--- config.mk ---
export PLATFORM = sky130hd
export DESIGN_NAME = bit_scan_encoder
export DESIGN_NICKNAME = d
export VERILOG_FILES = /design/src/rtl/bit_scan_encoder_pkg.sv /design/src/rtl/bit_scan_encoder_one_hot_encoder.sv /design/src/rtl/bit_scan_encoder.sv
export SDC_FILE = /design/constraint.sdc
export NUM_CORES = 1
export LEC_CHECK = 0
export CORE_UTILIZATION = 35
export DETAILED_ROUTE_END_ITERATION = 12
export HOLD_SLACK_MARGIN = 0.05
export PLACE_DENSITY = 0.64
export SKIP_LAST_GASP = 1
export SLEW_MARGIN = 20
export SYNTH_ARGS = -nofsm -noshare
export SYNTH_HDL_FRONTEND = slang
export SYNTH_HIERARCHICAL = 1
export SYNTH_SLANG_ARGS = --single-unit
--- constraint.sdc ---
create_clock -name clk -period 6.75 [get_ports clk]
set_input_delay 2.025 -clock clk [delete_from_list [all_inputs] [get_ports clk]]
set_output_delay 2.025 -clock clk [all_outputs]
set_load 0.005 [all_outputs]
--- src/rtl/bit_scan_encoder_pkg.sv ---
// Shared types for bit_scan_encoder: the two-state scan FSM encoding.
package bit_scan_encoder_pkg;

  typedef enum logic {
    IDLE = 1'b0,
    SCAN = 1'b1
  } state_t;

endpackage

--- src/rtl/bit_scan_encoder_one_hot_encoder.sv ---
// one_hot_encoder: combinational one-hot to binary index.
// An all-zero input yields index 0.
module one_hot_encoder #(
  parameter int WORD_WIDTH  = 8,
  parameter int INDEX_WIDTH = $clog2(WORD_WIDTH)
) (
  input  logic [WORD_WIDTH-1:0]  one_hot,
  output logic [INDEX_WIDTH-1:0] index
);

  // OR together the positions of every set bit; with a one-hot input this is the bit's index
  always_comb begin
    index = '0;
    for (int i = 0; i < WORD_WIDTH; i++) begin
      if (one_hot[i]) index = index | INDEX_WIDTH'(i);
    end
  end

endmodule

--- src/rtl/bit_scan_encoder.sv ---
// bit_scan_encoder: accepts a word over valid/ready and emits the index of every
// set bit, one beat per set bit. An all-zero word yields one out_empty marker beat.
// Build option: BIT_SCAN_ENCODER_MSB_FIRST_EN enumerates highest index first.
//
// Handshakes: a transfer happens on a rising edge where valid && ready are both
// high; valid is never withdrawn by this block until its beat transfers, and all
// out_* signals hold steady while out_ready is low.
module bit_scan_encoder
  import bit_scan_encoder_pkg::*;
#(
  parameter int WORD_WIDTH  = 8,
  parameter int INDEX_WIDTH = $clog2(WORD_WIDTH)
) (
  input  logic                   clk,
  input  logic                   reset,
  input  logic                   in_valid,
  output logic                   in_ready,
  input  logic [WORD_WIDTH-1:0]  in_word,
  output logic                   out_valid,
  input  logic                   out_ready,
  output logic [INDEX_WIDTH-1:0] out_index,
  output logic                   out_last,
  output logic                   out_empty
);

  state_t                 state, state_next;
  logic [WORD_WIDTH-1:0]  pending, pending_next;
  logic [WORD_WIDTH-1:0]  isolated;
  logic [INDEX_WIDTH-1:0] enc_index;
  logic                   single_bit;

`ifdef BIT_SCAN_ENCODER_MSB_FIRST_EN
  // Keep only the highest set bit of v
  function automatic logic [WORD_WIDTH-1:0] screening_by_senior(input logic [WORD_WIDTH-1:0] v);
    logic [WORD_WIDTH-1:0] r;
    r = '0;
    for (int i = 0; i < WORD_WIDTH; i++) begin
      if (v[i]) begin
        r    = '0;
        r[i] = 1'b1;
      end
    end
    return r;
  endfunction

  assign isolated = screening_by_senior(pending);
`else
  // Keep only the lowest set bit of v (two's-complement trick)
  function automatic logic [WORD_WIDTH-1:0] screening_by_junior(input logic [WORD_WIDTH-1:0] v);
    return v & (~v + WORD_WIDTH'(1));
  endfunction

  assign isolated = screening_by_junior(pending);
`endif

  // Zero or one bit left means the current beat is the word's final beat
  assign single_bit = ((pending & (pending - WORD_WIDTH'(1))) == '0);

  one_hot_encoder #(
    .WORD_WIDTH (WORD_WIDTH),
    .INDEX_WIDTH(INDEX_WIDTH)
  ) u_one_hot_encoder (
    .one_hot(isolated),
    .index  (enc_index)
  );

  // State and pending-mask registers
  always_ff @(posedge clk) begin
    if (reset) begin
      state   <= IDLE;
      pending <= '0;
    end else begin
      state   <= state_next;
      pending <= pending_next;
    end
  end

  // Next-state logic and outputs; outputs depend only on registered state/pending
  always_comb begin
    state_next   = state;
    pending_next = pending;
    in_ready     = 1'b0;
    out_valid    = 1'b0;
    out_index    = '0;
    out_last     = 1'b0;
    out_empty    = 1'b0;
    case (state)
      IDLE: begin
        in_ready = 1'b1;
        if (in_valid) begin
          pending_next = in_word;
          state_next   = SCAN;
        end
      end
      SCAN: begin
        out_valid = 1'b1;
        out_index = enc_index;
        out_last  = single_bit;
        out_empty = (pending == '0);
        if (out_ready) begin
          pending_next = pending & ~isolated;
          if (single_bit) state_next = IDLE;
        end
      end
      default: state_next = IDLE;
    endcase
  end

endmodule

==> impl_metrics.ini, run 1 <==
[timing]
fin_crit_ns = 4.38
tightest_slew_ns = 0.568
grt_setup_unrepaired = no
timing.fmax_mhz = 228
skew_ns = 0.000292
max_slew_margin = 0.620
fin_crit_sh = 0.649
finalMaxSlewViolations = 0
fin_tns_setup_ns = 0
setup_viol = 0
report.final.hold_viol_count = 0

[clock_tree]
cts_hold_buf = 0
clk_latency_ns = 0.26
ctsResizeCount = 0
htreeDepth = 1
cts.clk_slew.worst_paths_ns = 0.06
cts-root-buf = clkbuf_4
cts_buffer_depth = 2
postCtsSetupBuffers = 0
cts_sinks = 9
cts_tree = yes
cts-buffers-inserted = 3

[die]
dieArea_um2 = 1830
die_h_um = 42.8
io_pins = 19
core_um2 = 1520
initial_core_util = 0.382
rows = 14
die_width_um = 42.8

[logic_synthesis]
synth_compound_area_frac = 0.269
synth_nets = 87
yosys.area.top_type_share = 0.310
synth-warning-count = 6
synth_seq_cells = 9
synth.top_cells.by_area = dfxtp_1 31%, a21oi_1 6.0%, nand2_1 5.8%
synthMuxAreaShare = 0
synth_xor_area_frac = 0
syn-instance-count = 75
synth-simple-area-share = 0.340
yosysTopAreaCell = dfxtp_1
syn_area_per_cell_um2 = 7.76
synth_top_family_by_area = simple AND/OR/NAND/NOR gates
synth_fa_ha_area_frac = 0.0172
ys_types = 29
yosysSeqAreaShare = 0.310
syn_area_um2 = 582

[final_layout]
stdcell_count = 107
post_route_cells_drive_above_1_share = 0.0440
antenna_cells = 0
finalNetCount = 104
area_delta_synth_final_pct = 33.8

[placement]
gp_congestion = 0.745
dp.cells = 103
dp_hpwl_mm = 1.02
io_buffers = 18

[routing]
wl_per_cell_um = 13.0
avgViaCountPerCell = 5.74
ant_nets = 0
drc = 0
drt_iter0_drc = 8
vias = 614
totalWireLength_mm = 1.39
first_pass_iters = 4

[outcome]
status = finished, final reports clean

[pwr]
powerDensity_nw_per_um2 = 186
total_power_mw = 0.145
p_comb_frac = 0.272
leakage_nw = 0.305
p_int_mw = 0.103
switchingPower_mw = 0.0420
swShare = 0.290
vdd_ir_drop_max_mv = 0.102
clkPwrFrac = 0.290
power_frac_seq = 0.439

[critical_path]
startpoint_type = flop
required_ns = 4.72
arrival_ns = 2.36
path_max_fanout = 10
criticalPathCategory = flop to primary output
end_kind = primary output

[global_route]
track_usage = 0.181
antenna_found_initial = 0
grt_pass1_wl_mm = 2.44
grt_overflow = 0
grt_max_degree = 13
first_global_vias = 527

[worst_hold_path]
min_path_type = flop to flop

[flow_run]
maxCapViolCount = 0
-- Yosys cell counts, drive strengths merged --
library cell	n
nor3b	2
maj3	1
o31ai	1
a221oi	1
o21a	1
or4	5
nor3	3
inv	2
o21ai	2
nor2b	2
o311ai	3
and3	2
a22oi	3
nor4	1
nand2	9
a2111o	2
buf	2
dfxtp	9
nor4b	1
and2	5
clkbuf	4
a311oi	1
a21oi	7
nand3	2
nor2	3
a21o	1
-- registers in the layout, indices dropped and copies added (netlist names) --
name / count
pending: 8
state: 1
-- metal layers --
metal / track usage / vias to the layer above / routed length (um)
met4: 0.0750 / 0 / 10
met1: 0.242 / 279 / 675
met5: 0 / - / 0
li1: - / 315 / -
met2: 0.252 / 18 / 632
met3: 0.0766 / 2 / 70
-- power by group through the flow --
| stage | Clock, mW | Sequential (mW) | Combinational [mW] |
|---|---|---|---|
| 2_1_floorplan | 0 | 0.0605 | 0.0261 |
| 3_3_place_gp | 0 | 0.0644 | 0.0394 |
| 3_5_place_dp | 0 | 0.0645 | 0.0392 |
| 4_1_cts | 0.0447 | 0.0633 | 0.0393 |
| 5_1_grt | 0.0475 | 0.0647 | 0.0438 |
| 6_report | 0.0419 | 0.0635 | 0.0393 |
-- kinds of logic (layout without fill, tap and decap cells) --
| group | after synthesis | in the layout |
|---|---|---|
| buffers and inverters | 8 | 24 |
| flip-flops | 9 | 9 |
| AND/OR/NAND/NOR | 35 | 35 |
| adder cells (fa/ha/maj) | 1 | 1 |
| AO/OA/AOI/OAI | 22 | 22 |
-- critical path, cell delays in order, from the launching register on --
cell and delay [ns]:
dfxtp_1 0.38, or4_4 0.58, a2111o_1 0.36, o311ai_1 0.09, and3_1 0.20, clkdlybuf4s50_1 0.49
-- cells in the final DEF, fill, tap and decap left out, types with 2 or more instances in the layout --
master and instances:
nand2_1 9, o311ai_0 2, a21oi_1 7, a2111o_1 2, and3_1 2, nand3_1 2, inv_1 2, o21ai_0 2
dfxtp_1 9, clkbuf_4 3, nor2_1 3, a22oi_1 3, and2_1 5, clkdlybuf4s50_1 18, nor3b_1 2, nor2b_1 2
nor3_1 3, or4_1 4
-- final timing paths --
path	from	end	slack, ns	cells after the start
setup reg to reg	pending[1]	state	5.08	4
setup / recovery	pending[1]	out_last	2.37	5
hold reg to reg	pending[7]	pending[7]	0.54	2
hold / removal	pending[7]	pending[7]	0.54	2
-- metrics by stage --
step	cell area, um2	utilization	worst slack [ns]	hold WS [ns]
3_3_place_gp	752	0.493	2.67	0.520
4_1_cts	778	0.511	2.36	0.543
5_1_grt	778	0.511	2.24	0.586
2_1_floorplan	582	-	3.15	0.487
3_5_place_dp	752	0.493	2.65	0.533
6_report	778	0.511	2.37	0.544
-- cell type report --
type                    count  area (um2)
clock buffers               4        26.3
fillers                   149         746
inverters                   2        7.51
multi-input cells          58         364
flip-flops and latches      9         180
well taps                  16        20.0
repair buffers             18         180
Power figures use the tool's default switching activity.
==> run 2: changes to the inputs <==
--- a/config.mk
+++ b/config.mk
@@ -8,7 +8,7 @@
 export CORE_UTILIZATION = 35
 export DETAILED_ROUTE_END_ITERATION = 12
 export HOLD_SLACK_MARGIN = 0.05
-export PLACE_DENSITY = 0.64
+export PLACE_DENSITY = 0.66
 export SKIP_LAST_GASP = 1
 export SLEW_MARGIN = 20
 export SYNTH_ARGS = -nofsm -noshare
==> constraint.sdc (replaced) <==
create_clock -name clk -period 4 [get_ports clk]
set_input_delay 1.2 -clock clk [delete_from_list [all_inputs] [get_ports clk]]
set_output_delay 1.2 -clock clk [all_outputs]
set_load 0.005 [all_outputs]
==> run 2 against run 1 <==
Net effect: non-clock buffer count stayed put; largest power group unchanged; critical path type unchanged; first-iteration DRC count is 75% higher; highest routed layer unchanged; die area stayed put; register-to-register slack worse by 2.8 ns; via count is 0.98% lower; clock power is 75% higher; critical path depth stayed put; sequential power is 69% higher; largest cell class unchanged; final cell count stayed put.
==> impl_metrics.ini, run 2 (synthesis gave the netlist of run 1 again) <==
[pwr]
swShare = 0.296
switchingPower_mw = 0.0727
p_int_mw = 0.173
powerDensity_nw_per_um2 = 316
clkPwrFrac = 0.298
vdd_ir_drop_max_mv = 0.161
leakage_nw = 0.305
total_power_mw = 0.246
power_frac_seq = 0.435
p_comb_frac = 0.268

[critical_path]
end_kind = primary output
r2r_start = pending[1]
rr_worst_depth = 4
arrival_ns = 2.37
criticalPathCategory = flop to primary output
path_max_fanout = 10
rrSetupSlack_ns = 2.33
r2r-end = state
startpoint_type = flop
required_ns = 2.80

[timing]
grt_setup_unrepaired = no
fin_crit_sh = 0.891
timing.fmax_mhz = 280
skew_ns = 0.00501
report.final.hold_viol_count = 0
fin_ws_ns = 0.435
max_slew_margin = 0.601
fin_tns_setup_ns = 0
setup_viol = 0
tightest_slew_ns = 0.593
holdWs_ns = 0.544
fin_crit_ns = 3.57
finalMaxSlewViolations = 0

[final_layout]
reg.largest.list = pending: 8 flops, state: 1 flops
antenna_cells = 0
final_common_cell = clkdlybuf4s50_1
num-fill-cells = 148
post_route_cells_drive_above_1_share = 0.0440
area_delta_synth_final_pct = 33.8
final_cell_mix = 18 x clkdlybuf4s50_1, 9 x nand2_1, 9 x dfxtp_1, 7 x a21oi_1, 5 x and2_1
finalNetCount = 104
seqCellArea_um2 = 180
final_util = 0.511
largest_register_ffs = 8
multiInputGateArea_um2 = 364
top_register = pending

[placement]
dp_slack_ns = 0.717
dp_hpwl_um = 984
gp_congestion = 0.757
io_buffers = 18

[clock_tree]
cts_sinks = 9
htreeDepth = 1
postCtsSetupBuffers = 0
cts-root-buf = clkbuf_4
clk_latency_ns = 0.26
cts_tree = yes
cts-buffers-inserted = 3
ctsResizeCount = 0
cts.clk_slew.worst_paths_ns = 0.07
cts_buffer_depth = 2
cts_hold_buf = 0

[routing]
drc = 0
avgViaCountPerCell = 5.68
vias = 608
drt_iter0_drc = 14
ant_nets = 0
totalWireLength_mm = 1.34
first_pass_iters = 4
wl_per_cell_um = 12.5

[global_route]
track_usage = 0.157
grt_max_degree = 13
antenna_found_initial = 0
grt_overflow = 0
first_global_vias = 509
grt_pass1_wl_mm = 2.21

[worst_hold_path]
hold_start = pending[7]
min_path_type = flop to flop
min_delay_path_depth = 2
hold-path-endpoint = pending[7]

[die]
die_h_um = 42.8
initial_core_util = 0.382
io_pins = 19
die_width_um = 42.8
rows = 14
dieArea_um2 = 1830
core_um2 = 1520

[outcome]
status = finished, final reports clean

[flow_run]
maxCapViolCount = 0
==> run 2: worst max-delay path by stage <==
stage,start,cells past startpoint,end
6_report,pending[1],5,out_last
5_1_grt,pending[1],5,out_last
4_1_cts,pending[1],5,out_last
3_5_place_dp,pending[1],5,out_last
3_3_place_gp,pending[1],5,out_last
2_1_floorplan,pending[1],5,out_last
==> run 2: cell type report <==
class                      instances  share of cell area
multi-input combinational         58               0.468
sequential                         9               0.232
timing repair buffer              18               0.232
clock buffer                       4              0.0338
tap                               16              0.0257
inverter                           2             0.00965
==> run 2: through the flow <==
step           instances  cell area, um2
6_report             107             778
5_1_grt              107             778
4_1_cts              107             778
3_5_place_dp         103             752
3_3_place_gp         103             752
2_1_floorplan         75             582
==> run 2: power by group through the flow <==
| stage | registers [mW] | clock network (mW) | logic (mW) |
|---|---|---|---|
| after global placement | 0.109 | 0 | 0.0662 |
| after detailed placement | 0.108 | 0 | 0.0659 |
| after CTS | 0.107 | 0.0722 | 0.0662 |
| after global routing | 0.108 | 0.0775 | 0.0735 |
| after floorplan | 0.102 | 0 | 0.0440 |
| final | 0.107 | 0.0732 | 0.0659 |
==> run 2: per-layer routing <==
metal,up-vias,global-route usage,share of wire
met4,0,0.0625,0.0067
met3,2,0.0383,0.049
met2,17,0.230,0.45
met5,-,0,0
li1,315,-,-
met1,274,0.217,0.49
==> run 2: critical path: stages (launching register included) <==
cell and delay [ns]:
dfxtp_1 0.39, or4_4 0.58, a2111o_1 0.36, o311ai_1 0.09
and3_1 0.20, clkdlybuf4s50_1 0.49
